$ cat src/rtl/piso_pkg.sv
// Shared types for the stream serializer: FSM states, the captured word record
// and the length clamp applied when a word is accepted.
package piso_pkg;

    localparam int unsigned PISO_MAX_W     = 64;
    localparam int unsigned PISO_MAX_LEN_W = 7;

    typedef enum logic {
        IDLE  = 1'b0,
        SHIFT = 1'b1
    } piso_state_e;

    // Sized for the widest supported word; unused upper bits fold away.
    typedef struct packed {
        logic [PISO_MAX_W-1:0]     data;
        logic [PISO_MAX_LEN_W-1:0] len;
        logic                      msb_first;
    } piso_word_t;

    function automatic logic [PISO_MAX_LEN_W-1:0] clamp_len(
        input logic [PISO_MAX_LEN_W-1:0] len,
        input int unsigned               data_w
    );
        if (len == '0 || 32'(len) > data_w) begin
            return PISO_MAX_LEN_W'(data_w);
        end
        return len;
    endfunction

endpackage

$ cat src/rtl/piso_stream_serializer_hold_slot.sv
// Single-entry holding register for one accepted word waiting behind the shifter.
// A simultaneous take and load keeps the slot full with the new word.
module piso_hold_slot
    import piso_pkg::*;
(
    input  logic       clk,
    input  logic       reset_n,
    input  logic       load_i,
    input  logic       take_i,
    input  piso_word_t word_i,
    output piso_word_t word_o,
    output logic       full_o
);

    piso_word_t word_q;
    logic       full_q;

    always_ff @(posedge clk or negedge reset_n) begin
        if (!reset_n) begin
            word_q <= '0;
            full_q <= 1'b0;
        end else if (load_i) begin
            word_q <= word_i;
            full_q <= 1'b1;
        end else if (take_i) begin
            full_q <= 1'b0;
        end
    end

    assign word_o = word_q;
    assign full_o = full_q;

endmodule

$ cat src/rtl/piso_stream_serializer.sv
// Parallel-in/serial-out serializer with valid/ready on both sides, per-word
// length and bit order, and a hold slot so back-to-back words stream gaplessly.
//
// state | meaning
// IDLE  | shifter empty, out_valid low
// SHIFT | shifter presenting bits; rem_q counts bits left including the current one
module piso_stream_serializer
    import piso_pkg::*;
#(
    parameter  int unsigned DATA_W = 8,
    localparam int unsigned LEN_W  = $clog2(DATA_W + 1)
) (
    input  logic              clk,
    input  logic              reset_n,
    input  logic              in_valid,
    output logic              in_ready,
    input  logic [DATA_W-1:0] in_data,
    input  logic [LEN_W-1:0]  in_len,
    input  logic              in_msb_first,
    output logic              out_valid,
    input  logic              out_ready,
    output logic              out_bit,
    output logic              out_last,
    output logic              busy
);

    piso_state_e       state_q, state_d;
    logic [DATA_W-1:0] shift_q, shift_d;
    logic [LEN_W-1:0]  rem_q, rem_d;
    logic              msb_q, msb_d;

    logic              hold_full, hold_load, hold_take;
    piso_word_t        hold_word, in_word, ld_word;
    logic [DATA_W-1:0] ld_data;
    logic [LEN_W-1:0]  ld_len;
    logic              in_fire, out_fire, last_fire, load_en;
    logic              unused_ld;

    assign in_ready  = !hold_full;
    assign in_fire   = in_valid && in_ready;
    assign out_valid = (state_q == SHIFT);
    assign out_fire  = out_valid && out_ready;
    assign last_fire = out_fire && (rem_q == LEN_W'(1));
    assign out_last  = out_valid && (rem_q == LEN_W'(1));
    assign out_bit   = out_valid && (msb_q ? shift_q[DATA_W-1] : shift_q[0]);
    assign busy      = out_valid || hold_full;

    always_comb begin
        in_word           = '0;
        in_word.data      = PISO_MAX_W'(in_data);
        in_word.len       = clamp_len(PISO_MAX_LEN_W'(in_len), DATA_W);
        in_word.msb_first = in_msb_first;
    end

    // The hold slot is always older than the input port, so it wins the load.
    assign ld_word   = hold_full ? hold_word : in_word;
    assign ld_data   = ld_word.data[DATA_W-1:0];
    assign ld_len    = ld_word.len[LEN_W-1:0];
    assign unused_ld = ^ld_word;

    piso_hold_slot u_hold (
        .clk     (clk),
        .reset_n (reset_n),
        .load_i  (hold_load),
        .take_i  (hold_take),
        .word_i  (in_word),
        .word_o  (hold_word),
        .full_o  (hold_full)
    );

    always_comb begin
        state_d   = state_q;
        shift_d   = shift_q;
        rem_d     = rem_q;
        msb_d     = msb_q;
        load_en   = 1'b0;
        hold_load = 1'b0;
        hold_take = 1'b0;
        unique case (state_q)
            IDLE: begin
                if (in_fire) begin
                    load_en = 1'b1;
                    state_d = SHIFT;
                end
            end
            SHIFT: begin
                hold_load = in_fire && !last_fire;
                if (last_fire) begin
                    if (hold_full) begin
                        load_en   = 1'b1;
                        hold_take = 1'b1;
                    end else if (in_fire) begin
                        load_en = 1'b1;
                    end else begin
                        state_d = IDLE;
                    end
                end else if (out_fire) begin
                    shift_d = msb_q ? (shift_q << 1) : (shift_q >> 1);
                    rem_d   = rem_q - LEN_W'(1);
                end
            end
        endcase
        // MSB-first words are left-aligned so the first bit sits at the top.
        if (load_en) begin
            shift_d = ld_word.msb_first ? (ld_data << (LEN_W'(DATA_W) - ld_len)) : ld_data;
            rem_d   = ld_len;
            msb_d   = ld_word.msb_first;
        end
    end

    always_ff @(posedge clk or negedge reset_n) begin
        if (!reset_n) begin
            state_q <= IDLE;
            shift_q <= '0;
            rem_q   <= '0;
            msb_q   <= 1'b0;
        end else begin
            state_q <= state_d;
            shift_q <= shift_d;
            rem_q   <= rem_d;
            msb_q   <= msb_d;
        end
    end

endmodule

$ cat config.mk
export PLATFORM = sky130hd
export DESIGN_NAME = piso_stream_serializer
export DESIGN_NICKNAME = d
export VERILOG_FILES = /design/src/rtl/piso_pkg.sv /design/src/rtl/piso_stream_serializer_hold_slot.sv /design/src/rtl/piso_stream_serializer.sv
export SDC_FILE = /design/constraint.sdc
export NUM_CORES = 1
export LEC_CHECK = 0
export BUFFER_PORTS_ARGS = -buffer_cell sky130_fd_sc_hd__buf_4
export CAP_MARGIN = 20
export CORE_UTILIZATION = 58
export CTS_CLUSTER_SIZE = 30
export DETAILED_ROUTE_END_ITERATION = 6
export GPL_TIMING_DRIVEN = 0
export PLACE_DENSITY = 0.9
export SYNTH_ARGS = -nofsm -noshare
export SYNTH_HDL_FRONTEND = slang
export SYNTH_SLANG_ARGS = --single-unit
$ cat constraint.sdc
create_clock -name clk -period 7 [get_ports clk]
set_input_delay 1.05 -clock clk [delete_from_list [all_inputs] [get_ports clk]]
set_output_delay 1.05 -clock clk [all_outputs]
set_load 0.03 [all_outputs]
-- Word level (Yosys, flattened, before mapping)
Index checks and enable logic that the tools add are counted.
- memories kept: 0
- register bits after elaboration: 31
- bits in read-only memories: 0
- output and inout bits: 5
- bits in latches: 0
- memory bits (writable): 0
- $mul: 0
- reductions and logical operators: 15
- shifts and indexed selects: 1
- equal/unequal tests: 2
- add/subtract/negate cells: 2
- mux-type cells: 27
- divide/modulo/power cells: 0
- bitwise operators: 1
- order comparisons: 1
- operators with widths (operator ; number):
    $mux 8 ; 6
    $mux 16 ; 1
    $mux 4 ; 4
    $mux 7 ; 2
    $mux 1 ; 12
    $shl 8x4->8 ; 1
    $logic_and 1x1->1 ; 6
    $reduce_bool 2->1 ; 3
    $eq 4x1->1 const B ; 1
    $gt 4x4->1 const B ; 1
    $logic_not 4->1 ; 1
    $pmux 1 s2 ; 2
    $sub 4x1->4 const B ; 1
    $sub 4x4->4 const A ; 1
    $reduce_and 3->1 ; 1
    $logic_not 1->1 ; 2
    $logic_or 1x1->1 ; 2
    $ne 2x1->1 const B ; 1
    $not 1->1 ; 1

-- Depth between registers and ports, before layout
- depth after elaboration: 9
- gate-level depth with buffers: 12

-- Hierarchy
From an unflattened synthesis, not the netlist that was laid out.
- cell total of the unflattened synthesis: 345
- area total of the unflattened synthesis: 4672.0 µm²
- by module, submodules not included (module ; area an instance (µm²) ; times used ; sequential area each (µm²) ; cells an instance):
    piso_hold_slot ; 3059.2 ; 1 ; 1826.8 ; 155
    piso_stream_serializer ; 1612.8 ; 1 ; 350.3 ; 190

-- Worst setup path before layout
No wires, ideal clock.
- path type: input to register
- start point: input port in_len[3]
- end point: register shift_q[4]
- slack: 4088 ps
- data arrival time: 2776 ps
- buffers on the path: 1
- required time: 6864 ps
- stages on the path: 11
- cell sequence: nand2b_4 o21ai_2 inv_2 ha_1 clkbuf_1 a21o_1 o221ai_4 mux2i_1 o32ai_1 a221oi_2 a211oi_2
- word-level cells in the longest chain between the ends: 9
- elaborated cells on any way between the ends: 10
- classes of those cells: 1 x add/sub; 1 x order compare; 1 x shift; 5 x mux; 2 x reduce/logical
- ends and longest elaborated chain (what ; RTL line ; RTL):
    start: declaration ; piso_stream_serializer.sv:18 ; input logic [LEN_W-1:0] in_len,
    $gt 4x4->1 or $logic_not 4->1 (tied branches) ; piso_pkg.sv:24 ; if (len == '0 || 32'(len) > data_w) begin
    $logic_or 1x1->1 ; piso_pkg.sv:24 ;
    $mux 1 ; piso_pkg.sv:24 ;
    $mux 7 * ; piso_pkg.sv:27 ; return len;
    $mux 16 * ; piso_stream_serializer.sv:56 ; assign ld_word = hold_full ? hold_word : in_word;
    $sub 4x4->4 * ; piso_stream_serializer.sv:105 ; shift_d = ld_word.msb_first ? (ld_data << (LEN_W'(DATA_W) - ld_len)) : ld_data;
    $shl 8x4->8 * ; piso_stream_serializer.sv:105 ;
    $mux 8 * ; piso_stream_serializer.sv:105 ;
    $mux 8 * ; piso_stream_serializer.sv:104 ; if (load_en) begin
    end signal: assignment ; piso_stream_serializer.sv:119 ; shift_q <= shift_d;
    end: declaration ; piso_stream_serializer.sv:28 ; logic [DATA_W-1:0] shift_q, shift_d;
Mark *: on every way between the ends. The rest lies on a longest branch, timed or not.
A chain may end at the register's enable or synchronous reset.

-- Worst setup path after layout
Same ends and word-level chain as after synthesis.

==> summary.md <==
| Metric | Value |
|---|---|
| Count leader, synth | `dfrtp_1` |
| Max VDD drop | `0.000246 V` |
| Net Count, Synth | `242` |
| Worst endpoint data arrival time | `about 3.3 ns` |
| Pins Over Slew Limit | `0` |
| Clk_skew | `0.0167 ns` |
| Synth warn | `0` |
| RSZ-0062 raised after global routing | `false` |
| Routed wire length | `about 5 mm` |
| Hold buffers post-CTS | `0` |
| Number of port buffers | `21` |
| Register-to-Register Setup Slack | `4.20 ns` |
| Vias in the first global route | `1774` |
| Synth area leaders | `dfrtp_1 (33%), mux2i_1 (8.0%), mux2_2 (5.8%)` |
| Post-CTS Setup Inserts | `0` |
| GR Overflow Total | `0` |
| CTS Buf Count | `3` |
| First-pass GRT wire length | `roughly 8.3 mm` |
| Leading area contributor after synthesis | `dfrtp_1` |
| Die Ht | `62.6 um` |
| Cells after Synth | `about 220` |
| Mapped Avg Cell Area | `9.60 um^2` |
| Worst-margin pin slew | `0.566 ns` |
| Floorplan row count | `21` |
| Critical Setup Path Class | `in -> reg` |
| Largest net degree at the start of global routing | `29` |
| Max Cap Violations | `0` |
| Setup TNS | `0 ns` |
| Initial Util | `0.624` |
| M2 GR Usage | `0.433` |
| Clock transition at path regs | `0.17 ns` |
| Slew headroom | `0.612` |
| Top post-synthesis cells by count | `dfrtp_1 (28), nand2_1 (22), nor2_1 (18), mux2i_1 (17), o21ai_0 (13)` |
| Fin crit period | `3.06 ns` |
| # DRC | `0` |
| Pwr dens | `about 440 mW/mm^2` |
| Core Region | `0.00342 mm^2` |
| Fmax | `around 330 MHz` |
| DR vias | `between 1500 and 2000` |
| Sink Count | `28` |
| Clk buf depth | `2` |
| Antenna cells | `0` |
| IO Pins | `22` |
| Area Overhead vs Synth | `11.8%` |
| Busiest grt layer | `met2` |
| GRT Util Overall | `0.269` |
| Antenna Violating Nets Remaining | `0` |
| Async set-reset flop share out of synthesis | `1.00` |
| DR WL/cell | `around 17 um` |
| Main synth FF type | `dfrtp_1` |
| Die X | `62.6 um` |
| Ratio of cells with drive above 1 in the final layout | `0.259` |
| Fin crit share | `0.437` |
| Unique masters post-synth | `61` |
| Clk root buf | `clkbuf_4` |
| # setup viols final | `0` |
| DRT iter0 DRCs | `198` |
| Pre-Repair DR Iteration Count | `5` |
| Startpoint types | `input port` |
| M1 GR Usage | `0.358` |
| Hold slack | `0.521 ns` |
| Worst endpoint required time | `7.22 ns` |
| Die area | `0.00392 mm^2` |
| RePlAce Congestion | `approximately 0.89` |
| GR met3 Demand/Resource | `0.0511` |
| Post-synth top area share | `0.329` |
| Status | `completed` |
| Fin. Hold Viols | `0` |
| Sequential-to-total area share from yosys stat | `0.329` |
| Nature of the critical path endpoint | `flop` |
| Hold Crit Class | `reg -> reg` |
| EDFF count, synth | `0` |
| Synth Register Bits | `28` |
| Post-layout nets | `around 270` |
| Clk_lat worst skew | `between 0.3 and 0.4 ns` |
| Initial antenna violation count | `0` |
| H-tree levels | `1` |
| Largest fanout on the critical path | `9` |
| Lkg Pwr | `between 1 and 1.5 nW` |
| Mapped Area | `0.00213 mm^2` |
| Cts repair resizes | `0` |
| CTS tree | `built` |
| Via-to-Cell Ratio | `6.38` |
| DP Wirelength | `3.72 mm` |
power breakdown:
part	switching, mW	leakage [nW]	internal [mW]	total [mW]
registers	0.0632	0.335	0.234	0.298
logic	0.372	0.678	0.296	0.669
clock network	0.0508	0.0210	0.0319	0.0827
total	0.486	1.03	0.563	1.05
kinds of logic (layout without fill, tap and decap cells):
family | after synthesis | in the layout | synth area share
buffers and inverters | 17 | 42 | 0.0446
muxes | 33 | 33 | 0.177
adders and majority gates | 3 | 3 | 0.0176
AOI/OAI and AO/OA | 67 | 67 | 0.249
xor gates and xnor gates | 3 | 3 | 0.0123
DFF | 28 | 28 | 0.329
and+or+nand+nor | 71 | 71 | 0.171
layout by cell type (no fill, tap or decap), drive strengths merged, types with 5 or more instances in the layout:
cell and count:
mux2 14, nand2 22, a211oi 6, nor2 19
mux2i 17, clkbuf 6, inv 7, a21oi 9
o21ai 17, nand2b 5, buf 29, dfrtp 28
stage by stage:
step | cells | worst slack (ns) | area, um^2 | power [mW] | util
after floorplan | 222 | 4.09 | 2130 | 0.803 | -
after global placement | 289 | 3.68 | 2350 | 0.928 | 0.687
after detailed placement | 289 | 3.62 | 2350 | 0.953 | 0.687
after CTS | 293 | 4.00 | 2380 | 1.04 | 0.698
after global routing | 293 | 3.86 | 2380 | 1.12 | 0.698
final | 293 | 3.94 | 2380 | 1.05 | 0.698
routing by layer:
metal	share of wire	wire, um
met5	0	0
met4	0.015	76
met3	0.077	382
met2	0.48	2370
met1	0.43	2140
critical path, stage by stage:
cell and delay, ns:
buf_4 0.14, nand2b_4 0.15, o21ai_2 0.28, inv_2 0.09, ha_1 0.21, clkbuf_1 0.18, a21o_1 0.22, o221ai_4 0.24
mux2i_1 0.25, o32ai_1 0.11, a221oi_2 0.30, a211oi_2 0.05
sequential cells by signal, indices dropped and copies added, names as in the netlist:
register       count
msb_q              1
shift_q            8
rem_q              4
u_hold.full_o      1
out_valid          1
u_hold.word_o     13
final timing paths:
path                                       start          endpoint  cells past startpoint
worst max-delay path                   in_len[3]        shift_q[4]                     12
worst min-delay path            u_hold.word_o[4]  u_hold.word_o[4]                      2
worst max register to register     u_hold.full_o        shift_q[4]                     12
worst min register to register  u_hold.word_o[4]  u_hold.word_o[4]                      2
max in group asynchronous                reset_n        shift_q[0]                      1
min in group asynchronous                reset_n  u_hold.word_o[4]                      1
layout make-up:
cell class              count  area, um^2
multi-input cells         177        1340
clock buffers               4        36.3
well taps                  46        57.6
fillers                   274        1030
plain buffers              10        68.8
inverters                   7        26.3
repair buffers             21         158
flip-flops and latches     28         701
No activity file was read; power rests on OpenSTA's default activity.
